## src/rtl/uart_pkg.sv

```systemverilog
// uart_pkg: shared FSM types and constants for the packet UART.
// Imported by the byte engine and the packet framer.
package uart_pkg;

   typedef enum logic [1:0] {
      IDLE,
      SEND,
      WAIT
   } pkt_state_t;

   typedef enum logic [1:0] {
      B_IDLE,
      START,
      DATA,
      STOP
   } bit_state_t;

   localparam int PKT_BYTES = 6;
   localparam logic [7:0] DEFAULT_SYNC = 8'hA5;

   function automatic logic [7:0] pkt_chk(
      input logic [7:0]  addr,
      input logic [7:0]  mode,
      input logic [15:0] data
   );
      return addr ^ mode ^ data[15:8] ^ data[7:0];
   endfunction

endpackage

```

## src/rtl/uart_packet_tx_if.sv

```systemverilog
// uart_packet_tx_if: record handshake between the arbiter and the packet UART.
// The arbiter pulses data_ready; the UART answers with tx_complete.
interface uart_packet_tx_if;
   logic        data_ready;
   logic [7:0]  toPC_address;
   logic [7:0]  toPC_mode;
   logic [15:0] toPC_data;
   logic        tx_complete;

   modport master (
      output data_ready,
      output toPC_address,
      output toPC_mode,
      output toPC_data,
      input  tx_complete
   );

   modport slave (
      input  data_ready,
      input  toPC_address,
      input  toPC_mode,
      input  toPC_data,
      output tx_complete
   );
endinterface

```

## src/rtl/uart_tx_byte.sv

```systemverilog
// uart_tx_byte: 8N1 byte serializer, LSB first.
// A start seen in the last stop cycle chains the next byte with no gap.
module uart_tx_byte
   import uart_pkg::*;
#(
   parameter int CLKS_PER_BIT = 868
) (
   input  logic       clk,
   input  logic       reset,
   input  logic       start,
   input  logic [7:0] din,
   output logic       tx,
   output logic       busy,
   output logic       done
);

   localparam int CW = (CLKS_PER_BIT > 1) ? $clog2(CLKS_PER_BIT) : 1;
   localparam logic [CW-1:0] CNT_MAX = CW'(CLKS_PER_BIT - 1);

   bit_state_t  state;
   logic [CW-1:0] cnt;
   logic [2:0]  bit_idx;
   logic [7:0]  shreg;
   logic        bit_end;

   assign bit_end = (cnt == CNT_MAX);
   assign done    = (state == STOP) && bit_end;
   assign busy    = (state != B_IDLE);

   always_ff @(posedge clk) begin
      if (reset) begin
         state   <= B_IDLE;
         cnt     <= '0;
         bit_idx <= '0;
         shreg   <= '0;
         tx      <= 1'b1;
      end else begin
         unique case (state)
            B_IDLE: begin
               cnt <= '0;
               if (start) begin
                  shreg <= din;
                  state <= START;
                  tx    <= 1'b0;
               end
            end
            START: begin
               if (bit_end) begin
                  cnt     <= '0;
                  bit_idx <= '0;
                  state   <= DATA;
                  tx      <= shreg[0];
               end else begin
                  cnt <= cnt + 1'b1;
               end
            end
            DATA: begin
               if (bit_end) begin
                  cnt <= '0;
                  if (bit_idx == 3'd7) begin
                     state <= STOP;
                     tx    <= 1'b1;
                  end else begin
                     bit_idx <= bit_idx + 3'd1;
                     shreg   <= shreg >> 1;
                     tx      <= shreg[1];
                  end
               end else begin
                  cnt <= cnt + 1'b1;
               end
            end
            STOP: begin
               if (bit_end) begin
                  cnt <= '0;
                  if (start) begin
                     shreg <= din;
                     state <= START;
                     tx    <= 1'b0;
                  end else begin
                     state <= B_IDLE;
                  end
               end else begin
                  cnt <= cnt + 1'b1;
               end
            end
            default: begin
               state <= B_IDLE;
               tx    <= 1'b1;
            end
         endcase
      end
   end

endmodule

```

## src/rtl/uart_packet_tx.sv

```systemverilog
// uart_packet_tx: frames one {addr, mode, data} record as a 6-byte packet
// (sync, addr, mode, data hi, data lo, xor checksum) and sends it 8N1.
module uart_packet_tx
   import uart_pkg::*;
#(
   parameter int         CLK_FREQ  = 100_000_000,
   parameter int         BAUD      = 115_200,
   parameter logic [7:0] SYNC_BYTE = DEFAULT_SYNC
) (
   input  logic              clk,
   input  logic              reset,
   uart_packet_tx_if.slave   rec,
   output logic              tx,
   output logic              overrun_error
);

   localparam int CLKS_PER_BIT = CLK_FREQ / BAUD;

   pkt_state_t state;
   logic [2:0] idx;
   logic [7:0] addr_q;
   logic [7:0] mode_q;
   logic [7:0] dhi_q;
   logic [7:0] dlo_q;
   logic [7:0] chk_q;
   logic       start_q;
   logic       byte_start;
   logic       byte_busy;
   logic       byte_done;
   logic       last_byte;
   logic       chain;
   logic [2:0] sel;
   logic [7:0] din;

   assign rec.tx_complete = (state == IDLE) & ~rec.data_ready;

   assign last_byte  = (idx == 3'(PKT_BYTES - 1));
   // Next byte is handed over during the current stop bit's last cycle.
   assign chain      = (state == WAIT) && byte_done && !last_byte;
   assign sel        = chain ? idx + 3'd1 : idx;
   assign byte_start = start_q | chain;

   always_comb begin
      din = SYNC_BYTE;
      case (sel)
         3'd0:    din = SYNC_BYTE;
         3'd1:    din = addr_q;
         3'd2:    din = mode_q;
         3'd3:    din = dhi_q;
         3'd4:    din = dlo_q;
         3'd5:    din = chk_q;
         default: din = SYNC_BYTE;
      endcase
   end

   always_ff @(posedge clk) begin
      if (reset) begin
         state         <= IDLE;
         idx           <= '0;
         start_q       <= 1'b0;
         overrun_error <= 1'b0;
         addr_q        <= '0;
         mode_q        <= '0;
         dhi_q         <= '0;
         dlo_q         <= '0;
         chk_q         <= '0;
      end else begin
         start_q <= 1'b0;
         unique case (state)
            IDLE: begin
               if (rec.data_ready) begin
                  addr_q <= rec.toPC_address;
                  mode_q <= rec.toPC_mode;
                  dhi_q  <= rec.toPC_data[15:8];
                  dlo_q  <= rec.toPC_data[7:0];
                  chk_q  <= pkt_chk(rec.toPC_address, rec.toPC_mode,
                                    rec.toPC_data);
                  idx    <= '0;
                  state  <= SEND;
               end
            end
            SEND: begin
               start_q <= 1'b1;
               state   <= WAIT;
            end
            WAIT: begin
               if (byte_done) begin
                  if (last_byte) begin
                     state <= IDLE;
                  end else begin
                     idx <= idx + 3'd1;
                  end
               end else if (!byte_busy && !start_q) begin
                  // Engine idle with no done: never resume a lost packet.
                  state <= IDLE;
               end
            end
            default: state <= IDLE;
         endcase
         if (rec.data_ready && state != IDLE) begin
            overrun_error <= 1'b1;
         end
      end
   end

   uart_tx_byte #(
      .CLKS_PER_BIT(CLKS_PER_BIT)
   ) u_byte (
      .clk  (clk),
      .reset(reset),
      .start(byte_start),
      .din  (din),
      .tx   (tx),
      .busy (byte_busy),
      .done (byte_done)
   );

endmodule

```

## src/flat_wrapper.sv

```systemverilog
// flat-port wrapper written by rule: the top's interface ports become plain ports
module uart_packet_tx_flat import uart_pkg::*;
#(
   parameter int         CLK_FREQ  = 100_000_000,
   parameter int         BAUD      = 115_200,
   parameter logic [7:0] SYNC_BYTE = DEFAULT_SYNC
)
  (clk, reset, tx, overrun_error, rec_data_ready, rec_toPC_address, rec_toPC_mode, rec_toPC_data, rec_tx_complete);
  uart_packet_tx_if rec_i ();
  input  logic clk;
  input  logic reset;
  output logic tx;
  output logic overrun_error;
  input wire logic [$bits(rec_i.data_ready)-1:0] rec_data_ready;
  input wire logic [$bits(rec_i.toPC_address)-1:0] rec_toPC_address;
  input wire logic [$bits(rec_i.toPC_mode)-1:0] rec_toPC_mode;
  input wire logic [$bits(rec_i.toPC_data)-1:0] rec_toPC_data;
  output wire logic [$bits(rec_i.tx_complete)-1:0] rec_tx_complete;
  assign rec_i.data_ready = rec_data_ready;
  assign rec_i.toPC_address = rec_toPC_address;
  assign rec_i.toPC_mode = rec_toPC_mode;
  assign rec_i.toPC_data = rec_toPC_data;
  assign rec_tx_complete = rec_i.tx_complete;
  uart_packet_tx #(.CLK_FREQ(CLK_FREQ), .BAUD(BAUD), .SYNC_BYTE(SYNC_BYTE)) u_core (.clk(clk), .reset(reset), .rec(rec_i), .tx(tx), .overrun_error(overrun_error));
endmodule
```

## config.mk

```make
export PLATFORM = sky130hd
export DESIGN_NAME = uart_packet_tx_flat
export DESIGN_NICKNAME = d
export VERILOG_FILES = /design/src/rtl/uart_pkg.sv /design/src/rtl/uart_packet_tx_if.sv /design/src/rtl/uart_tx_byte.sv /design/src/rtl/uart_packet_tx.sv /design/src/flat_wrapper.sv
export SDC_FILE = /design/constraint.sdc
export NUM_CORES = 1
export LEC_CHECK = 0
export BUFFER_PORTS_ARGS = -buffer_cell sky130_fd_sc_hd__buf_2
export CORE_MARGIN = 2
export CORE_UTILIZATION = 40
export CTS_BUF_LIST = sky130_fd_sc_hd__clkbuf_8
export CTS_CLUSTER_DIAMETER = 200
export CTS_CLUSTER_SIZE = 28
export DETAILED_ROUTE_END_ITERATION = 6
export PLACE_DENSITY_LB_ADDON = 0.3
export SLEW_MARGIN = 20
export SYNTH_ARGS = -nofsm -noshare
export SYNTH_HDL_FRONTEND = slang
export SYNTH_SLANG_ARGS = --single-unit
```

## constraint.sdc

```tcl
create_clock -name clk -period 4.67 [get_ports clk]
set_input_delay 0.467 -clock clk [delete_from_list [all_inputs] [get_ports clk]]
set_output_delay 0.467 -clock clk [all_outputs]
set_load 0.05 [all_outputs]
```

# Word-level counts from Yosys, hierarchy flattened
# Cells that the tools add are included.
[word_totals] word_cells=106 regBits=71
[classes] bitwise=6 n_eq_ne=24 reduce_logical=23 addsub=3 n_mux=36
[ops] op="8-bit one-hot mux with 5 select lines" n=1
[ops] op="8-bit 2-to-1 mux" n=4
[ops] op="8-bit one-hot mux with 3 select lines" n=1
[ops] op="8-bit XOR" n=3
[ops] op="3-bit 2-to-1 mux" n=7
[ops] op="10-bit one-hot mux with 2 select lines" n=1
[ops] op="2-bit 2-to-1 mux" n=9
[ops] op="2-bit inequality test, second input constant" n=7
[ops] op="3-bit equality test, second input constant" n=4
[ops] op="3-bit one-hot mux with 2 select lines" n=2
[ops] op="4-bit AND reduction" n=3
[ops] op="10-bit by 1-bit adder with 10-bit output, second input constant" n=1
[ops] op="10-bit equality test, second input constant" n=1
[ops] op="10-bit 2-to-1 mux" n=1
[ops] op="2-bit one-hot mux with 4 select lines" n=1
[ops] op="2-bit nonzero test" n=4
[ops] op="1-bit 2-to-1 mux" n=7
[ops] op="3-bit by 1-bit adder with 3-bit output, second input constant" n=2
[ops] op="2-bit equality test, second input constant" n=3
[ops] op="3-bit by 2-bit equality test with 1-bit output, second input constant" n=2
[ops] op="2-bit one-hot mux with 3 select lines" n=1
[ops] op="3-bit AND reduction" n=2
[ops] op="1-bit logical AND" n=5
[ops] op="5-bit AND reduction" n=1
[ops] op="other kinds (14)" n=19

# Longest topological paths before layout
[logic_depth] word_depth=10 depth_mapped=10 mapped_depth_nobuf=9

# Modules after synthesis
# Synthesis repeated with hierarchy kept, for this count alone.
[hier_totals] hier_cells=488 hier_area_um2=3923.8
[modules_own_cells] mod="uart_packet_tx" area_each_um2=2611.3 cells_each=337 n_inst=1
[modules_own_cells] mod="uart_tx_byte" area_each_um2=1312.5 cells_each=151 n_inst=1

# Worst setup path after synthesis
# OpenSTA, ideal clock, no wires.
[synth_timing] kind="register -> register" start="register u_core.u_byte.cnt[0]" end="register u_core.u_byte.shreg[7]" n_path_buf=1 arrival_time_ns=2.193 setup_slack_ns=2.355 stages_incl_launch_ff=10 synth_period_minus_slack_ns=2.315 path_cell_list="dfxtp_1 > ha_1 > nor3b_4 > nand2_1 > or3_1 > nand2_1 > buf_6 > mux2i_1 > nor3_1 > a311o_1"
[synth_between] elab_chain_cells=10 elab_cells_between_ends=18
[synth_rtl] element="start, declared" line_no="uart_tx_byte.sv:21" text="logic [CW-1:0] cnt;"
[synth_rtl] element="start signal, assigned" line_no="uart_tx_byte.sv:54" text="cnt <= cnt + 1'b1;"
[synth_rtl] element="start signal, assigned" line_no="uart_tx_byte.sv:69" text="cnt <= cnt + 1'b1;"
[synth_rtl] element="start signal, assigned" line_no="uart_tx_byte.sv:83" text="cnt <= cnt + 1'b1;"
[synth_rtl] element="10-bit equality test (*)" line_no="uart_tx_byte.sv:26" text="assign bit_end = (cnt == CNT_MAX);"
[synth_rtl] element="1-bit logical AND" line_no="uart_tx_byte.sv:27" text="assign done = (state == STOP) && bit_end;"
[synth_rtl] element="1-bit logical AND (2 in series)" line_no="uart_packet_tx.sv:39" text="assign chain = (state == WAIT) && byte_done && !last_byte;"
[synth_rtl] element="3-bit 2-to-1 mux" line_no="uart_packet_tx.sv:40" text="assign sel = chain ? idx + 3'd1 : idx;"
[synth_rtl] element="3-bit equality test (tied with other cells)" line_no="uart_packet_tx.sv:45" text="case (sel)"
[synth_rtl] element="8-bit one-hot mux with 5 select lines" line_no="uart_packet_tx.sv:45"
[synth_rtl] element="8-bit 2-to-1 mux" line_no="uart_tx_byte.sv:41, uart_tx_byte.sv:75"
[synth_rtl] element="8-bit 2-to-1 mux" line_no="uart_tx_byte.sv:73" text="if (bit_end) begin"
[synth_rtl] element="8-bit one-hot mux with 3 select lines" line_no="uart_tx_byte.sv:38" text="unique case (state)"
[synth_rtl] element="end signal, assigned" line_no="uart_tx_byte.sv:42" text="shreg <= din;"
[synth_rtl] element="end signal, assigned" line_no="uart_tx_byte.sv:65" text="shreg <= shreg >> 1;"
[synth_rtl] element="end signal, assigned" line_no="uart_tx_byte.sv:76" text="shreg <= din;"
[synth_rtl] element="end, declared" line_no="uart_tx_byte.sv:23" text="logic [7:0] shreg;"
# Mark *: on every way between the ends. The rest lies on a longest branch, timed or not. The select of a mux whose other input is x is not followed.
# A chain may end at the register's enable or synchronous reset.

# Worst setup path in the final report
[layout_timing] start="register u_core.u_byte.cnt[0]" end="register u_core.u_byte.shreg[6]"
# Same word-level chain as after synthesis.

==> results.txt <==
----------------------------------------------------
[Yosys]
  Post-Synthesis Cells ... approximately 470
  Most used DFF post-synth ... sky130_fd_sc_hd__dfxtp_1
  Post-synth top area share ... 0.376
  Mean instance size in the synthesized netlist ... just over 8 sq um
  Post-synthesis net count ... 512
  Total of warnings raised by yosys ... 0
  Number of distinct library cell variants in the gate-level netlist after synthesis ... between 60 and 70
  Most repeated cell in the gate-level netlist after synthesis ... sky130_fd_sc_hd__nand2_1
  Fraction of registers with async set or reset after synthesis ... 0
  Post-synth top cells ... sky130_fd_sc_hd__nand2_1, sky130_fd_sc_hd__dfxtp_1, sky130_fd_sc_hd__a21oi_1, sky130_fd_sc_hd__nor2_1, sky130_fd_sc_hd__xnor2_1
  Leading post-synthesis cells by cell area ... sky130_fd_sc_hd__dfxtp_1, sky130_fd_sc_hd__nand2_1, sky130_fd_sc_hd__a21oi_1
  Synth area leader ... sky130_fd_sc_hd__dfxtp_1
  Seq/Total Area, Yosys ... 0.376
  Mapped cell area ... between 3000 and 4000 sq um
  Number of enable flip-flop cells after synthesis ... 0
  Flops & latches, synth ... 71

[Die]
  Number of I/O pins ... 38
  Initial standard-cell utilization of the core ... 0.411
  Horizontal die dimension ... a little over 100 um
  Floorplan core area ... 9200 sq um
  Die extent in y ... between 100 and 150 um
  DIE AREA ... 10200 sq um
  Number of placement rows ... 35

[Global route]
  Layer with the highest usage after global routing ... met2
  Via count of the first global-routing pass ... 3216
  Global-route usage over all layers ... 0.182
  Met3 usage ... 0.0414
  Maximum number of pins on one net before global-route repair ... 59
  Number of antenna violations at the first check in global routing ... 0
  Grt total ovfl ... 0
  First-pass GRT wire length ... 14900 um
  Met2 routing resource usage after global routing ... 0.299
  Met1 capacity usage during global routing ... 0.237

[Clock network]
  Buffer levels on the longest clock path ... 2
  Number of buffers inserted by post-CTS setup repair ... 0
  CTS buffer count ... 9
  CTS H-tree lvls ... 3
  Root Buffer ... sky130_fd_sc_hd__clkbuf_8
  Clock sink count ... 71
  Clock latency on the worst-skew pair ... 350 ps
  Cts hold-fix bufs ... 0
  Clock-pin slew on the worst setup and hold paths ... 80 ps
  Resized Gates After CTS ... 0
  TritonCTS clock tree ... yes

[Finish]
  Fraction of layout cells with a size suffix above 1 ... 0.144
  Final core utilization ... 0.459
  Area delta synth->final ... 11.9%
  Count of antenna diodes in the layout ... 0
  Layout net count ... 534

[Drt]
  DR pass1 iterations ... 5
  Final routed wirelength across all metal layers ... 8710 um
  Detailed-route vias per instance ... 5.50
  Final antenna-violating net count ... 0
  Total number of vias ... roughly 3300
  Initial DRC count ... ~190
  DRC violation count after routing ... 0
  Wire length per cell ... 14.4 um

[STA]
  Final count of pins violating max slew ... 0
  Final hold slack ... 370 ps
  Layout Skew ... 11.1 ps
  Final period utilization ... 0.638
  Hold violation count in the final report ... 0
  Tmin final ... 2980 ps
  Post-Route Setup TNS ... 0 ps
  Setup violators final ... 0
  Unrepaired setup endpoints after global routing ... false
  Peak Freq ... 0.336 GHz
  Worst slew margin relative to its limit ... 0.553
  Pin slew with the least headroom to its limit ... between 600 and 700 ps

[Worst hold path]
  Startpoint of the lowest-slack hold path ... rec_toPC_mode[1]
  WHS Endpoint ... u_core.mode_q[1]
  Class of the worst hold path ... primary input to flip-flop
  Hold Crit Depth ... 3

[Placed design]
  Dpl hpwl ... 6210 um
  Count of input and output buffers ... 37
  Gpl congestion ... between 0.8 and 0.9

[Setup path]
  Worst-path fanout max ... 13
  Worst flop-to-flop path endpoint ... u_core.u_byte.shreg[6]
  Delay-heaviest family, CP ... simple AND/OR/NAND/NOR gates
  FF-to-FF setup slack ... 1690 ps
  Number of cells on the worst reg-to-reg path ... 8
  Origin of the critical flop-to-flop path ... u_core.u_byte.cnt[0]
  Cell-by-cell trace of the critical path ... ha_1 -> nor3b_4 -> and3_1 -> a21oi_2 -> nor2_2 -> mux2_2 -> a221oi_1 -> o41ai_2
  Max stage delay on crit path ... 500 ps
  Crit. End Element ... flip-flop
  Number of gates on the worst path with buffers counted ... 8
  Slowest CP cell ... sky130_fd_sc_hd__nor2_2
  Buf/Inv on CP ... 0
  Critical Path Start Type ... flip-flop
  Critical path type ... flip-flop to flip-flop
  Worst endpoint required time ... 4890 ps
  Arrival time at the worst endpoint ... roughly 3200 ps

[Pwr]
  Areal power density over the cells ... 387 nW/um^2
  Reported leakage power ... 1.59 nW
  Highest ir drop seen on vdd ... about 0.16 mV

[Status]
  Result of the run ... complete, no violations

[Run]
  Max-capacitance violation count ... 0

----------------------------------------------------
==> state kept, by name, summed over array words and instances (netlist names) <==
register and cells:
u_core.u_byte.bit_idx 3, u_core.u_byte.shreg 8, u_core.addr_q 8, u_core.idx 3
u_core.dlo_q 8, u_core.overrun_error 1, u_core.chk_q 8, u_core.u_byte.tx 1
u_core.start_q 1, u_core.dhi_q 8, u_core.mode_q 8, u_core.u_byte.state 2
u_core.state 2, u_core.u_byte.cnt 10
==> cells by family (layout without fill, tap and decap cells) <==
family	count (synthesis)	after routing	synth area share
xor+xnor	32	32	0.0742
fa+ha+maj	11	11	0.0364
compound gates	120	120	0.206
flops	71	71	0.376
buf+inv	39	66	0.0454
mux	13	13	0.0361
simple gates	180	180	0.225
==> report_power, final <==
part	switching, mW	internal, mW	total, mW
logic	0.209	0.133	0.342
clock network	0.236	0.352	0.588
registers	0.0417	0.663	0.704
==> worst reg2reg max path: cells and delay by family (launching register included) <==
kind,cells,cell delay (ps)
AND/OR/NAND/NOR,3,1230
adder cells (fa/ha/maj),1,260
flip-flops,1,370
AO/OA/AOI/OAI,3,600
multiplexers,1,400
==> final cells by class <==
type	count	area (sq um)
well taps	111	139
clock inverters	7	114
inverters	11	41.3
repair buffers	39	200
flip-flops and latches	71	1420
multi-input cells	356	2190
clock buffers	9	124
fillers	926	4970
==> stage by stage <==
stage	setup WS (ps)	cell area, sq um	std cells	power (mW)
floorplan	2360	3780	466	0.970
global placement	1840	3990	588	1.05
detailed placement	1690	3990	588	1.06
CTS	1690	4220	604	1.65
global route	1440	4230	604	1.73
finish	1690	4230	604	1.63
==> layer usage <==
metal	share of wire	up-vias	routed length (um)
li1	-	1669	-
met1	0.46	1550	4010
met2	0.47	93	4060
met3	0.059	11	516
met4	0.015	0	127
met5	0	-	0
==> how the worst max path moves through the flow <==
stage | from | endpoint | slack (ps)
floorplan | u_core.u_byte.cnt[0] | u_core.u_byte.shreg[7] | 2360
global placement | u_core.u_byte.cnt[0] | u_core.u_byte.shreg[6] | 1840
detailed placement | u_core.u_byte.cnt[0] | u_core.u_byte.shreg[6] | 1690
CTS | u_core.u_byte.cnt[0] | u_core.u_byte.shreg[6] | 1690
global route | u_core.u_byte.cnt[0] | u_core.u_byte.shreg[6] | 1440
finish | u_core.u_byte.cnt[0] | u_core.u_byte.shreg[6] | 1690
==> layout by cell type (no fill, tap or decap), drive strengths merged, types with 4 or more instances in the layout <==
cell type	count
xnor2	26
and2	4
xor2	6
ha	11
or3	5
nor2	38
and3	6
nor3	8
buf	39
a211oi	10
a21oi	55
clkbuf	9
o21ai	19
nand2	87
nand3	13
o221ai	5
mux2i	8
inv	13
dfxtp	71
nand2b	4
mux2	5
nand4	4
No activity file was read; power rests on OpenSTA's default activity.
